`config.mk`:
```
export PLATFORM = sky130hd
export DESIGN_NAME = trace_plotter
export DESIGN_NICKNAME = d
export VERILOG_FILES = /design/src/rtl/trace_plotter.sv
export SDC_FILE = /design/constraint.sdc
export NUM_CORES = 1
export LEC_CHECK = 0
export ABC_AREA = 1
export BUFFER_PORTS_ARGS = -buffer_cell sky130_fd_sc_hd__buf_2
export CORE_MARGIN = 2
export CORE_UTILIZATION = 52
export DETAILED_ROUTE_END_ITERATION = 12
export PLACE_DENSITY = 0.85
export RECOVER_POWER = 50
export REMOVE_ABC_BUFFERS = 1
export SYNTH_ARGS = -nofsm -noshare
export SYNTH_HDL_FRONTEND = slang
export SYNTH_SLANG_ARGS = --single-unit
```
`constraint.sdc`:
```
create_clock -name clock -period 2 [get_ports clock]
set_clock_uncertainty 0.05 [all_clocks]
set_input_delay 0.2 -clock clock [delete_from_list [all_inputs] [get_ports clock]]
set_output_delay 0.2 -clock clock [all_outputs]
set_load 0.1 [all_outputs]
```
`src/rtl/trace_plotter.sv`:
```
// Waveform frame plotter: after the screen wipe, reads one sample per column, flips/clamps it to
// screen y and strobes plot. Optional feature macro: TRACE_CONNECT_EN (vertical line-connect).
module trace_plotter #(
    parameter int          X_PIXELS = 160,
    parameter int          Y_PIXELS = 120,
    parameter int          ADDR_W   = 10,
    parameter int          SAMP_W   = 9,
    parameter logic [2:0]  COLOUR   = 3'b010
) (
    input  logic              clock,
    input  logic              reset,
    input  logic              start,
    input  logic              wipe_busy,
    output logic [ADDR_W-1:0] ram_addr,
    input  logic [SAMP_W-1:0] ram_q,
    output logic [7:0]        x,
    output logic [6:0]        y,
    output logic [2:0]        colour,
    output logic              plot,
    output logic              busy,
    output logic              done
);

    typedef enum logic [2:0] {
        S_IDLE      = 3'd0,
        S_WAIT_WIPE = 3'd1,
        S_FETCH     = 3'd2,
        S_LATCH     = 3'd3,
        S_DRAW      = 3'd4,
        S_DONE      = 3'd5
    } state_t;

    // Sample 0 is the bottom row; anything at or above the top row pins to row 0.
    function automatic logic [6:0] flip_clamp(input logic [SAMP_W-1:0] samp);
        logic [SAMP_W-1:0] ymax;
        ymax = SAMP_W'(Y_PIXELS - 1);
        if (samp >= ymax) begin
            return 7'd0;
        end else begin
            return 7'(ymax - samp);
        end
    endfunction

    state_t      state_r, state_n;
    logic [7:0]  col_r, col_n;
    logic [6:0]  ycur_r, ycur_n;
    logic [6:0]  ysamp_s;
    logic        last_col_s;
`ifdef TRACE_CONNECT_EN
    logic [6:0]  yprev_r, yprev_n;
    logic [6:0]  ytgt_r, ytgt_n;
`endif

    logic [ADDR_W-1:0] ram_addr_r;
    logic [7:0]        x_r;
    logic [6:0]        y_r;
    logic [2:0]        colour_r;
    logic              plot_r;
    logic              busy_r;
    logic              done_r;

    assign ysamp_s    = flip_clamp(ram_q);
    assign last_col_s = (col_r == 8'(X_PIXELS - 1));

    // Next-state, column and y-cursor decisions.
    always_comb begin
        state_n = state_r;
        col_n   = col_r;
        ycur_n  = ycur_r;
`ifdef TRACE_CONNECT_EN
        yprev_n = yprev_r;
        ytgt_n  = ytgt_r;
`endif
        case (state_r)
            S_IDLE: begin
                if (start) begin
                    state_n = S_WAIT_WIPE;
                    col_n   = 8'd0;
                end else begin
                    state_n = S_IDLE;
                end
            end
            S_WAIT_WIPE: begin
                if (wipe_busy) begin
                    state_n = S_WAIT_WIPE;
                end else begin
                    state_n = S_FETCH;
                end
            end
            S_FETCH: begin
                if (wipe_busy) begin
                    state_n = S_WAIT_WIPE;
                    col_n   = 8'd0;
                end else begin
                    state_n = S_LATCH;
                end
            end
            S_LATCH: begin
                if (wipe_busy) begin
                    state_n = S_WAIT_WIPE;
                    col_n   = 8'd0;
                end else begin
                    state_n = S_DRAW;
`ifdef TRACE_CONNECT_EN
                    // The segment starts one step past the previous column's end point.
                    ytgt_n = ysamp_s;
                    if ((col_r == 8'd0) || (yprev_r == ysamp_s)) begin
                        ycur_n = ysamp_s;
                    end else if (yprev_r > ysamp_s) begin
                        ycur_n = yprev_r - 7'd1;
                    end else begin
                        ycur_n = yprev_r + 7'd1;
                    end
                    if (col_r == 8'd0) begin
                        yprev_n = ysamp_s;
                    end else begin
                        yprev_n = yprev_r;
                    end
`else
                    ycur_n = ysamp_s;
`endif
                end
            end
            S_DRAW: begin
                if (wipe_busy) begin
                    state_n = S_WAIT_WIPE;
                    col_n   = 8'd0;
`ifdef TRACE_CONNECT_EN
                end else if (ycur_r != ytgt_r) begin
                    state_n = S_DRAW;
                    if (ycur_r > ytgt_r) begin
                        ycur_n = ycur_r - 7'd1;
                    end else begin
                        ycur_n = ycur_r + 7'd1;
                    end
`endif
                end else if (last_col_s) begin
                    state_n = S_DONE;
`ifdef TRACE_CONNECT_EN
                    yprev_n = ytgt_r;
`endif
                end else begin
                    state_n = S_FETCH;
                    col_n   = col_r + 8'd1;
`ifdef TRACE_CONNECT_EN
                    yprev_n = ytgt_r;
`endif
                end
            end
            S_DONE: begin
                state_n = S_IDLE;
            end
            default: begin
                state_n = S_IDLE;
                col_n   = 8'd0;
            end
        endcase
    end

    // State registers; outputs are registered from the next-state values so they align with the state.
    always_ff @(posedge clock) begin
        if (!reset) begin
            state_r    <= S_IDLE;
            col_r      <= 8'd0;
            ycur_r     <= 7'd0;
`ifdef TRACE_CONNECT_EN
            yprev_r    <= 7'd0;
            ytgt_r     <= 7'd0;
`endif
            ram_addr_r <= {ADDR_W{1'b0}};
            x_r        <= 8'd0;
            y_r        <= 7'd0;
            colour_r   <= 3'd0;
            plot_r     <= 1'b0;
            busy_r     <= 1'b0;
            done_r     <= 1'b0;
        end else begin
            state_r    <= state_n;
            col_r      <= col_n;
            ycur_r     <= ycur_n;
`ifdef TRACE_CONNECT_EN
            yprev_r    <= yprev_n;
            ytgt_r     <= ytgt_n;
`endif
            ram_addr_r <= ADDR_W'(col_n);
            x_r        <= col_n;
            y_r        <= ycur_n;
            colour_r   <= (state_n == S_DRAW) ? COLOUR : 3'd0;
            plot_r     <= (state_n == S_DRAW);
            busy_r     <= (state_n != S_IDLE);
            done_r     <= (state_n == S_DONE);
        end
    end

    assign ram_addr = ram_addr_r;
    assign x        = x_r;
    assign y        = y_r;
    assign colour   = colour_r;
    assign plot     = plot_r;
    assign busy     = busy_r;
    assign done     = done_r;

endmodule

```
==> flow_summary.json, run 1 <==
{
  "syn2layout_area_growth_pct": 13.8,
  "yosys.area.top_type": "dfxtp_1",
  "seqPwrFrac": 0.534,
  "netlist_top_cells_area": "dfxtp_1, nand2_1, buf_4",
  "final-setup-viol-count": 0,
  "synth_warnings": 0,
  "rows": 17,
  "post-cts-setup-buffer-count": 0,
  "clkSinkCount": 21,
  "drt_iter0_drc": 39,
  "clockRootBuffer": "clkbuf_4",
  "antenna_found_initial": 0,
  "clockBufferDepth": 2,
  "ant_nets": 0,
  "synth_seq_cells": 21,
  "drc_errors": 0,
  "drive_above_1_share": 0.270,
  "routedWlPerCell_um": 11.7,
  "holdCritStartpoint": "ram_q[1]",
  "final_cells": 232,
  "slew_headroom": 0.631,
  "tightest_slew_ns": 0.556,
  "yosysSeqAreaShare": 0.341,
  "synth_top_area_share": 0.341,
  "routed_wl_mm": 2.70,
  "dp_cells": 228,
  "gr-total-overflow": 0,
  "cts_resized": 0,
  "clk_pin_slew_ns": 0.12,
  "coreArea_um2": 2230,
  "final_util": 0.627,
  "switching_power_mw": 0.269,
  "ir_worst_vdd_v": 0.000542,
  "synth.distinct_cells": 25,
  "synthCells": 172,
  "maxCapViolCount": 0,
  "grt_max_degree": 14,
  "slew_violations": 0,
  "p_per_area_nw_per_um2": 576,
  "r2r-start": "x[0]",
  "final.setup.worst_slack_ns": 0.431,
  "synth_common_cells": "nand2_1, dfxtp_1, a21oi_1, nand3_1, nor2_1",
  "cts_tree": "done",
  "cp_cell_sequence": "ha_1 > nand2_1 > nor2_2 > nand3_4 > nand2_4 > nand2_1 > a21oi_1",
  "cp.required_ns": 2.19,
  "die_h_um": 52.7,
  "finalHoldViolations": 0,
  "synth_edf_count": 0,
  "port_buffers": 39,
  "layout.nets": 222,
  "swShare": 0.333,
  "die_w_um": 52.7,
  "routed_via_density": 5.29,
  "max_stage_delay_ns": 0.41,
  "whs_path_depth": 3,
  "dr.pass1.iters": 4,
  "hp-class": "in2reg",
  "ioPinCount": 44,
  "min_period_ns": 1.57,
  "avgSynthCellArea_um2": 7.16,
  "place_hpwl_mm": 2.06,
  "internal_power_mw": 0.539,
  "r2r_slack_ns": 0.43,
  "synth_most_common_cell": "nand2_1",
  "arrival_ns": 1.76,
  "period_share": 0.785,
  "worstReg2RegEnd": "x[6]",
  "ys_async_sr_fraction": 0,
  "cpMaxStageDelayCell": "dfxtp_1",
  "clock_power_share": 0.259,
  "dieArea_um2": 2770,
  "initial_core_util": 0.551,
  "status": "finished, final reports clean",
  "crit_start": "x[0]",
  "p_leak_nw": 0.685,
  "setup_tns_ns": 0,
  "rsz0062_at_grt": "false",
  "synth-main-ff-cell": "dfxtp_1",
  "grt_pass1_wl_mm": 4.49,
  "grt_pass1_vias": 1096,
  "power_mw": 0.808,
  "diodes": 0,
  "crit_top_cell": "nand2_1",
  "pwr-share-comb": 0.207,
  "hold_end": "y[1]",
  "vias": 1227,
  "place_ws_ns": 0.463,
  "syn_area_um2": 1230,
  "track_usage": 0.218,
  "cts_buffers": 3,
  "cp_max_fo": 7,
  "htree_levels": 1,
  "max_freq_mhz": 637,
  "endpoint_kind": "flip-flop",
  "gp_congestion": 0.877,
  "startpoint_type": "flip-flop",
  "insertion_delay_ns": 0.31,
  "worstRegToRegCells": 7,
  "holdBufCountCts": 0,
  "path_class": "reg2reg"
}
[registers in the layout, indices dropped and copies added, names as in the netlist]
register  flops
state_r       3
busy          1
colour        1
done          1
x             8
y             7
[metal layers]
| metal | track usage | wire [um] |
|---|---|---|
| met5 | 0 | 0 |
| met2 | 0.417 | 1380 |
| met3 | 0.0629 | 216 |
| met4 | 0.0385 | 22 |
| met1 | 0.235 | 1090 |
[critical path, delay by kind of cell (launching register included)]
family	cells	cell delay (ns)
AOI/OAI and AO/OA	1	0.16
and+or+nand+nor	5	0.70
DFF	1	0.41
adders and majority gates	1	0.18
[per-stage QoR]
step                instance area [um^2]  hold slack (ns)
floorplan                           1140            0.261
global placement                    1370            0.407
detailed placement                  1370            0.407
CTS                                 1400            0.114
global route                        1400            0.120
finish                              1400            0.125
[cell families (layout without fill, tap and decap cells)]
| family | Yosys count | count (layout) | share of synthesized area |
|---|---|---|---|
| xor gates and xnor gates | 2 | 2 | 0.0142 |
| buffers and inverters | 30 | 59 | 0.131 |
| other | 1 | 4 | 0.00305 |
| AOI/OAI and AO/OA | 26 | 26 | 0.106 |
| DFF | 21 | 21 | 0.341 |
| adders and majority gates | 4 | 4 | 0.0407 |
| and+or+nand+nor | 88 | 88 | 0.364 |
[worst max path at each step]
stage	depth (start not counted)	end	slack, ns
after floorplan	7	x[6]	-0.95
after global routing	8	busy	0.27
after CTS	7	x[6]	0.43
after global placement	8	busy	0.56
after detailed placement	7	x[6]	0.46
final	7	x[6]	0.43
[power by group through the flow]
stage / clock (mW) / sequential, mW / combinational [mW]
6_report: 0.209 / 0.431 / 0.167
3_5_place_dp: 0 / 0.440 / 0.166
5_1_grt: 0.234 / 0.432 / 0.179
3_3_place_gp: 0 / 0.440 / 0.161
4_1_cts: 0.216 / 0.431 / 0.166
2_1_floorplan: 0 / 0.470 / 0.0969
[area by class of cell]
cell class | count | area [um^2]
Timing Repair Buffer | 39 | 195
Clock buffer | 3 | 22.5
Multi-Input combinational cell | 124 | 661
Tap cell | 28 | 35.0
Fill cell | 206 | 832
Inverter | 16 | 60.1
Sequential cell | 21 | 420
Clock inverter | 1 | 7.51
[placed cells by master, fill, tap and decap left out, types with 2 or more instances in the layout]
master	n
nand3b_1	3
nand4_1	6
buf_2	20
a21oi_1	16
clkbuf_2	19
clkbuf_4	3
inv_1	15
nor3_1	2
nand2_1	35
or2_2	2
conb_1	4
ha_1	4
o21ai_0	10
nor2_1	15
dfxtp_1	21
nand3_1	16
nor2_2	3
Power figures use the tool's default switching activity.
==> inputs of run 2 (changes only) <==
--- a/config.mk
+++ b/config.mk
@@ -5,12 +5,12 @@
 export SDC_FILE = /design/constraint.sdc
 export NUM_CORES = 1
 export LEC_CHECK = 0
-export ABC_AREA = 1
+export ABC_AREA = 0
 export BUFFER_PORTS_ARGS = -buffer_cell sky130_fd_sc_hd__buf_2
 export CORE_MARGIN = 2
-export CORE_UTILIZATION = 52
+export CORE_UTILIZATION = 49
 export DETAILED_ROUTE_END_ITERATION = 12
-export PLACE_DENSITY = 0.85
+export PLACE_DENSITY = 0.81
 export RECOVER_POWER = 50
 export REMOVE_ABC_BUFFERS = 1
 export SYNTH_ARGS = -nofsm -noshare
==> constraint.sdc (replaced) <==
create_clock -name clock -period 1.6 [get_ports clock]
set_clock_uncertainty 0.05 [all_clocks]
set_input_delay 0.16 -clock clock [delete_from_list [all_inputs] [get_ports clock]]
set_output_delay 0.16 -clock clock [all_outputs]
set_load 0.1 [all_outputs]
==> run 2 against run 1 <==
Sequential share of layout area fell by 1.4 points. First-iteration DRC count shrank 56%. Total power is 21% higher. Wire length is 2.6% higher. Highest routed layer unchanged.
==> flow_summary.json, run 2 <==
{
  "r2r_slack_ns": 0.07,
  "vias": 1176,
  "insertion_delay_ns": 0.31,
  "synth_top_family_by_area": "simple AND/OR/NAND/NOR gates",
  "slew_headroom": 0.638,
  "min_period_ns": 1.53,
  "ant_nets": 0,
  "rows": 18,
  "die_h_um": 54.8,
  "synthAdderAreaFrac": 0.0395,
  "ioPinCount": 44,
  "synth_most_common_cell": "dfxtp_1",
  "routedWlPerCell_um": 13.1,
  "drc_errors": 0,
  "worstRegToRegCells": 5,
  "netlist_top_cells_area": "dfxtp_1, buf_4, o21ai_2",
  "routed_wl_mm": 2.77,
  "grt_pass1_vias": 1010,
  "dr.pass1.iters": 4,
  "max_freq_mhz": 656,
  "cpMaxStageDelayCell": "dfxtp_1",
  "synth_seq_cells": 21,
  "coreArea_um2": 2450,
  "path_class": "reg2out",
  "synth_compound_area_frac": 0.222,
  "tightest_slew_ns": 0.545,
  "synth_common_cells": "dfxtp_1, nand2_1, buf_4",
  "cp.buffers_inverters": 2,
  "post-cts-setup-buffer-count": 0,
  "syn_area_um2": 1270,
  "final_cell_mix": "buf_2, dfxtp_1, nand2_1",
  "layout.nets": 200,
  "status": "finished, final reports clean",
  "startpoint_type": "flip-flop",
  "clk_pin_slew_ns": 0.11,
  "arrival_ns": 1.32,
  "period_share": 0.953,
  "initial_core_util": 0.516,
  "cp.required_ns": 1.39,
  "port_buffers": 39,
  "gr-total-overflow": 0,
  "finalHoldViolations": 0,
  "synth-main-ff-cell": "dfxtp_1",
  "clockRootBuffer": "clkbuf_4",
  "synth.distinct_cells": 45,
  "synthCells": 145,
  "final_util": 0.603,
  "ys_async_sr_fraction": 0,
  "die_w_um": 54.8,
  "routed_via_density": 5.55,
  "antenna_found_initial": 0,
  "gp_congestion": 0.917,
  "cp_cell_sequence": "buf_4 > buf_2",
  "grt_max_degree": 14,
  "dieArea_um2": 3010,
  "crit_start": "x[5]",
  "slew_violations": 0,
  "final-setup-viol-count": 0,
  "max_stage_delay_ns": 0.42,
  "drive_above_1_share": 0.379,
  "maxCapViolCount": 0,
  "synth_warnings": 0,
  "syn2layout_area_growth_pct": 16.9,
  "diodes": 0,
  "htree_levels": 1,
  "track_usage": 0.202,
  "p_leak_nw": 0.660,
  "fillers": 210,
  "cp_top_family": "buffers and inverters",
  "layout_commonest_cell": "buf_2",
  "endpoint_kind": "output port",
  "cp_max_fo": 6,
  "clockBufferDepth": 2,
  "synth_top_area_share": 0.332,
  "yosysSeqAreaShare": 0.332,
  "largest_reg_flops": 8,
  "p_per_area_nw_per_um2": 658,
  "r2r-start": "x[0]",
  "worstReg2RegEnd": "x[3]",
  "hp-class": "in2reg",
  "synthMuxAreaShare": 0,
  "avgSynthCellArea_um2": 8.73,
  "grt_pass1_wl_mm": 4.34,
  "synthSimpleGateAreaFrac": 0.255,
  "cts_tree": "done",
  "cts_buffers": 3,
  "yosys.area.top_type": "dfxtp_1",
  "synth_edf_count": 0,
  "crit_cells": 2,
  "clkSinkCount": 21,
  "place_hpwl_mm": 2.05,
  "synthXorXnorAreaFrac": 0.0138,
  "setup.worst_path.end": "ram_addr[5]",
  "power_mw": 0.974,
  "ir_worst_vdd_v": 0.000697,
  "drt_iter0_drc": 17
}
-- run 2: cell count changes in the layout (fill, tap and decap cells not counted), sizes merged, moves of 3 or more --
cell	previous run	this run
nor2	20	4
o22ai	0	3
clkbuf	22	14
inv	16	8
nand2	37	15
a21oi	16	12
buf	20	34
and3	0	5
or3	0	4
dlygate4sd3	0	3
nand4	6	2
nand3	17	8
-- run 2: tightest hold or removal path, delay by kind of cell --
family          cells  cell delay [ns]
buf+inv             1             0.11
xor+xnor            1             0.08
compound gates      1             0.09
-- run 2: cells by family (layout without fill, tap and decap cells) --
kind of cell | Yosys count | in the layout
AOI/OAI and AO/OA | 39 | 39
other | 1 | 4
DFF | 21 | 21
adders and majority gates | 4 | 4
xor gates and xnor gates | 2 | 2
buffers and inverters | 26 | 60
and+or+nand+nor | 52 | 52
-- run 2: layout make-up --
cell class                 count  area [um^2]  share of cell area
clock buffer                   3         22.5              0.0152
clock inverter                 1         5.00             0.00338
inverter                       8         30.0              0.0203
multi-input combinational    101          692               0.467
sequential                    21          423               0.286
tap                           30         37.5              0.0254
timing repair buffer          48          270               0.183
-- run 2: through the flow --
step                      setup TNS (ns)  instance area, um^2  setup WS, ns  std cells  hold WS, ns
final                                  0                 1480        0.0750        212        0.109
after global routing            -0.00295                 1480      -0.00295        212        0.121
after detailed placement               0                 1420        0.0607        205        0.314
after CTS                              0                 1470        0.0374        212        0.107
after global placement                 0                 1420         0.111        205        0.305
after floorplan                   -20.38                 1140         -1.48        130        0.198
-- run 2: repair_timing --
item | in CTS | in global routing
setup endpoints to repair | 0 | 9
endpoints found under the hold margin | 3 | 0
gates resized for setup | 0 | 4
hold buffers | 3 | 0
-- run 2: report_power, final --
| group | internal, mW | switching, mW | leakage, nW |
|---|---|---|---|
| combinational | 0.0469 | 0.126 | 0.471 |
| sequential | 0.531 | 0.0125 | 0.170 |
| clock | 0.0934 | 0.165 | 0.0177 |
| total | 0.671 | 0.303 | 0.660 |
-- run 2: routing by layer --
layer / vias to the layer above / track usage / share of wire
met5: - / 0 / 0
met2: 52 / 0.335 / 0.48
met1: 538 / 0.246 / 0.43
li1: 578 / - / -
met4: 0 / 0.108 / 0.022
met3: 8 / 0.0328 / 0.069
-- run 2: how the worst min path moves through the flow --
stage / slack [ns] / to / depth (start not counted) / startpoint
after global placement: 0.31 / y[2] / 2 / ram_q[2]
after detailed placement: 0.31 / y[0] / 2 / ram_q[0]
after global routing: 0.12 / x[4] / 2 / reset
after floorplan: 0.20 / y[0] / 1 / ram_q[0]
final: 0.11 / y[5] / 3 / ram_q[5]
after CTS: 0.11 / y[5] / 3 / ram_q[5]
